===== src/rtl/mips_pkg.sv =====
`default_nettype none
// ============================================================================
// Module      : mips_pkg
// Description : Shared types and control-bit indices for the MEM stage.
// Revision    : 1.0 - initial release
// ============================================================================
package mips_pkg;

    typedef enum logic [0:0] {
        IDLE = 1'b0,
        BUSY = 1'b1
    } mem_state_t;

    // Bit positions inside the m_MEM / wb_MEM control bundles
    localparam int M_READ      = 1;
    localparam int M_WRITE     = 0;
    localparam int WB_REGWRITE = 1;
    localparam int WB_MEMTOREG = 0;

endpackage
`default_nettype wire


===== src/rtl/dmem_fsm.sv =====
`default_nettype none
// ============================================================================
// Module      : dmem_fsm
// Description : Request/stall sequencer for the variable-latency data bus.
// Revision    : 1.0 - initial release
// ============================================================================
module dmem_fsm
    import mips_pkg::*;
(
    input  logic clk,
    input  logic rst_n,
    input  logic i_go,
    input  logic i_ack,
    output logic o_req,
    output logic o_stall,
    output logic o_complete
);

    mem_state_t r_state;

    always_ff @(posedge clk or negedge rst_n) begin
        if (!rst_n) begin
            r_state <= IDLE;
        end else begin
            case (r_state)
                IDLE:    if (i_go && !i_ack) r_state <= BUSY;
                BUSY:    if (i_ack)          r_state <= IDLE;
                default:                     r_state <= IDLE;
            endcase
        end
    end

    // Gated by rst_n so the bus request drops the instant reset asserts,
    // even if the frozen upstream register still presents an access.
    always_comb begin
        o_req      = rst_n & ((r_state == BUSY) | i_go);
        o_stall    = o_req & ~i_ack;
        o_complete = o_req & i_ack;
    end

endmodule
`default_nettype wire


===== src/rtl/mem_access.sv =====
`default_nettype none
// ============================================================================
// Module      : mem_access
// Description : MIPS MEM stage - data-memory access and MEM/WB register.
// Revision    : 1.0 - initial release
// ============================================================================
module mem_access
    import mips_pkg::*;
#(
    parameter int ADDR_W = 32,
    parameter int DATA_W = 32
) (
    input  logic              clk,
    input  logic              rst_n,
    input  logic [ADDR_W-1:0] res_mem,
    input  logic [DATA_W-1:0] write_data_mem,
    input  logic [4:0]        write_register_mem,
    input  logic [2:0]        m_MEM,
    input  logic [1:0]        wb_MEM,
    output logic              dmem_req,
    output logic              dmem_we,
    output logic [ADDR_W-1:0] dmem_addr,
    output logic [DATA_W-1:0] dmem_wdata,
    input  logic              dmem_ack,
    input  logic [DATA_W-1:0] dmem_rdata,
    output logic              stall,
    output logic              addr_err,
    output logic [1:0]        wb_WB,
    output logic [4:0]        rd_WB,
    output logic [DATA_W-1:0] read_data_wb,
    output logic [ADDR_W-1:0] alu_res_wb
);

    logic       w_access;
    logic       w_misalign;
    logic       w_go;
    logic       w_is_store;
    logic       w_is_load;
    logic       w_complete;
    logic [1:0] w_wb_eff;
    logic       w_unused_branch;

    assign w_unused_branch = m_MEM[2];

    always_comb begin
        w_access   = m_MEM[M_READ] | m_MEM[M_WRITE];
        w_misalign = w_access & (res_mem[1:0] != 2'b00);
        w_go       = w_access & ~w_misalign;
        w_is_store = m_MEM[M_WRITE];
        w_is_load  = m_MEM[M_READ] & ~m_MEM[M_WRITE];
        w_wb_eff   = wb_MEM;
        // Read+write together behaves as a store, which never writes a register
        if (m_MEM[M_READ] && m_MEM[M_WRITE])
            w_wb_eff[WB_REGWRITE] = 1'b0;
        if (w_misalign)
            w_wb_eff = 2'b00;
    end

    dmem_fsm u_dmem_fsm (
        .clk        (clk),
        .rst_n      (rst_n),
        .i_go       (w_go),
        .i_ack      (dmem_ack),
        .o_req      (dmem_req),
        .o_stall    (stall),
        .o_complete (w_complete)
    );

    assign dmem_we    = w_is_store;
    assign dmem_addr  = res_mem;
    assign dmem_wdata = write_data_mem;

    always_ff @(posedge clk or negedge rst_n) begin
        if (!rst_n) begin
            wb_WB        <= 2'b00;
            rd_WB        <= 5'd0;
            read_data_wb <= '0;
            alu_res_wb   <= '0;
            addr_err     <= 1'b0;
        end else begin
            addr_err <= w_misalign & ~stall;
            if (stall) begin
                wb_WB <= 2'b00;
            end else begin
                wb_WB      <= w_wb_eff;
                rd_WB      <= write_register_mem;
                alu_res_wb <= res_mem;
                if (w_complete && w_is_load)
                    read_data_wb <= dmem_rdata;
            end
        end
    end

endmodule
`default_nettype wire


===== config.mk =====
export PLATFORM = sky130hd
export DESIGN_NAME = mem_access
export DESIGN_NICKNAME = d
export VERILOG_FILES = /design/src/rtl/mips_pkg.sv /design/src/rtl/dmem_fsm.sv /design/src/rtl/mem_access.sv
export SDC_FILE = /design/constraint.sdc
export NUM_CORES = 1
export LEC_CHECK = 0
export ABC_CLOCK_PERIOD_IN_PS = 1700
export BUFFER_PORTS_ARGS = -buffer_cell sky130_fd_sc_hd__clkbuf_2
export CAP_MARGIN = 20
export CELL_PAD_IN_SITES_DETAIL_PLACEMENT = 0
export CELL_PAD_IN_SITES_GLOBAL_PLACEMENT = 2
export CORE_ASPECT_RATIO = 0.75
export CORE_MARGIN = 2
export CORE_UTILIZATION = 21
export CTS_CLUSTER_DIAMETER = 80
export DETAILED_ROUTE_END_ITERATION = 7
export PLACE_DENSITY_LB_ADDON = 0.1
export SLEW_MARGIN = 20
export SYNTH_ARGS = -nofsm -noshare
export SYNTH_HDL_FRONTEND = slang
export SYNTH_SLANG_ARGS = --single-unit

===== constraint.sdc =====
create_clock -name clk -period 1.7 [get_ports clk]
set_clock_uncertainty 0.2 [all_clocks]
set_input_delay 0.17 -clock clk [delete_from_list [all_inputs] [get_ports clk]]
set_output_delay 0.17 -clock clk [all_outputs]
set_load 0.1 [all_outputs]

==> results.ini <==
[outcome]
status = finished, violations left
violations = negative hold slack, negative setup slack

[job]
drv_cap = 0

[global_route]
track_usage_pct = 10.64
grt_max_degree = 46
grt-ovfl-total = 0
grt_antenna_before_repair = 0
grt_pass1_wl_um = 13500
first_global_vias = 2569

[yosys]
avgSynthCellArea_um2 = 14.49
ys_types = 18
synth_seq_cells = 73
synth_nets = 340
seq_area_frac_synth_pct = 54.58
yosys_warnings = 0
syn_inst = 231
syn_area_mm2 = 0.003347

[final_layout]
final_common_cell = clkbuf_2
nets = 555
design_area_mm2 = 0.005364
drive_gt1_share_pct = 64.97
fill_cells = 1568
num_antenna_cells = 0
final_cell_mix = 178 x clkbuf_2, 73 x dfrtp_1, 73 x dlygate4sd3_1
syn_to_final_growth_pct = 60.26

[setup_path]
required_ps = 1720
start_kind = register
crit_path_end_kind = register
crit_path_max_fanout = 8
max_stage_delay_ps = 610
worstPathCellList = a21oi_2 -> or4b_4 -> clkbuf_16 -> mux2_4
crit_buf_inv = 1
path_class = reg -> reg
worstPathArrival_ps = 1870
crit_family = simple AND/OR/NAND/NOR gates
cpMaxStageDelayCell = or4b_4

[sta]
hold_viol = 42
finalWorstSetupSlack_ps = -156.0
period_share_pct = 109.2
max_freq_ghz = 0.5388
finalSetupViolations = 68
fin_hold_ws_ps = -212.7
slew_viol_final = 0
period_needed_ps = 1856
tightest_slew_ps = 572.1
rsz0062_at_grt = yes
maxSlewHeadroom_pct = 62.02

[routing]
vias_per_cell = 3.747
drt_iter0_markers = 70
vias = 2458
totalWireLength_um = 9058
drc = 0
first_pass_iters = 4
wl_per_cell_um = 13.81
drtAntennaViolNets = 0

[pwr]
power_mw = 7.520
peakVddDrop_v = 0.0004458
p_leak_nw = 2.754
power.density_mw_per_mm2 = 1402

[clock_tree]
cts.sinks = 73
cts_tree = done
h-tree-depth = 3
clk_latency_ps = 330
path_clk_slew_ps = 60
postCtsHoldBufs = 73
clockBufferDepth = 2
cts_root_buf = clkbuf_16
numCtsBuffers = 9

[floorplanning]
initial_core_util_pct = 21.71
num_rows = 39
core-area_mm2 = 0.01542
die_x_um = 149.8
ios = 248
die_h_um = 113.3
die-area_mm2 = 0.01697

[worst_hold_path]
min_path_type = in -> async

[place]
gp_congestion = 0.6522
dpl-instance-area_mm2 = 0.004115
dpl.hpwl_um = 5711
place.port_buffers = 182

==> sequential cells by signal, summed over array words and instances, names as in the netlist <==
| name | flops |
|---|---|
| alu_res_wb | 32 |
| read_data_wb | 32 |
| rd_WB | 5 |
| wb_WB | 2 |
| addr_err | 1 |
| u_dmem_fsm.r_state | 1 |
==> power by group <==
part / total, mW / switching [mW] / internal (mW)
registers: 2.14 / 0.137 / 2.00
clock network: 2.05 / 0.769 / 1.28
logic: 3.33 / 2.62 / 0.712
==> per-layer routing <==
| layer | vias to the layer above | share of wire (%) | GRT usage [%] |
|---|---|---|---|
| li1 | 1155 | - | - |
| met1 | 1187 | 43 | 12.51 |
| met2 | 104 | 48 | 17.89 |
| met3 | 12 | 7.5 | 3.871 |
| met4 | 0 | 1.5 | 3.899 |
| met5 | - | 0 | 0 |
==> worst reg2reg max path, delay by kind of cell, from the launching register on <==
kind / cells / cell delay, ps
and+or+nand+nor: 1 / 610
buffers and inverters: 1 / 230
AOI/OAI and AO/OA: 1 / 50
muxes: 1 / 300
DFF: 1 / 360
==> synthesized netlist by cell type <==
library cell | n | area share, %
nor3b_1 | 1 | 0.22
or2_2 | 1 | 0.19
buf_2 | 5 | 0.75
buf_4 | 65 | 15
mux2_4 | 30 | 13
nor2_1 | 4 | 0.45
dfrtp_1 | 73 | 55
buf_6 | 3 | 1.0
nor2_2 | 1 | 0.19
o21ai_0 | 1 | 0.15
or4b_1 | 1 | 0.30
nand3_1 | 1 | 0.15
nor2b_1 | 1 | 0.19
nand2_1 | 3 | 0.34
a21oi_2 | 1 | 0.26
nand3b_1 | 1 | 0.22
a22o_1 | 2 | 0.52
mux2_2 | 37 | 12
==> metrics by stage <==
step	worst slack [ps]	cells	setup TNS, ps	utilization [%]
detailed placement	-380.1	556	-18740	26.69
global route	-198.6	656	-9588	34.79
CTS	-169.9	652	-6451	34.25
finish	-156.0	656	-6318	34.79
floorplan	-101.9	231	-4963	-
global placement	-363.3	556	-18180	26.69
==> timing repair <==
| item | 4_1_cts | 5_1_grt |
|---|---|---|
| hold endpoints to repair | 114 | 42 |
| resized for setup | 7 | 1 |
| buffers inserted | 6 | 2 |
| pin swaps | 1 | 1 |
| endpoints found under the setup margin | 69 | 70 |
| gates cloned | 2 | 3 |
==> final timing paths <==
| check | startpoint | endpoint | slack, ps | depth (start not counted) |
|---|---|---|---|---|
| max reg2reg | u_dmem_fsm.r_state | read_data_wb[17] | -160 | 4 |
| min reg2reg | rd_WB[3] | rd_WB[3] | 300 | 1 |
| min in group clk | write_data_mem[15] | dmem_wdata[15] | 140 | 0 |
| max | u_dmem_fsm.r_state | read_data_wb[17] | -160 | 4 |
| min | rst_n | read_data_wb[3] | -210 | 3 |
| max in group asynchronous | rst_n | alu_res_wb[20] | 720 | 4 |
==> cell families (layout without fill, tap and decap cells) <==
kind of cell / Yosys count / in the layout / share of synthesized area [%]
AOI/OAI and AO/OA: 4 / 4 / 0.9346
and+or+nand+nor: 14 / 14 / 2.243
muxes: 67 / 67 / 25.91
DFF: 73 / 73 / 54.58
buffers and inverters: 73 / 293 / 16.34
==> area by class of cell <==
type                       instances  area, µm²  share of cell area (%)
timing repair buffer             277       1964                   36.62
clock buffer                       9      225.2                   4.199
sequential                        73       1827                   34.06
tap                              205      256.5                   4.782
clock inverter                     7      95.09                   1.773
multi-input combinational         85      996.0                   18.57
No activity file was read; power rests on OpenSTA's default activity.
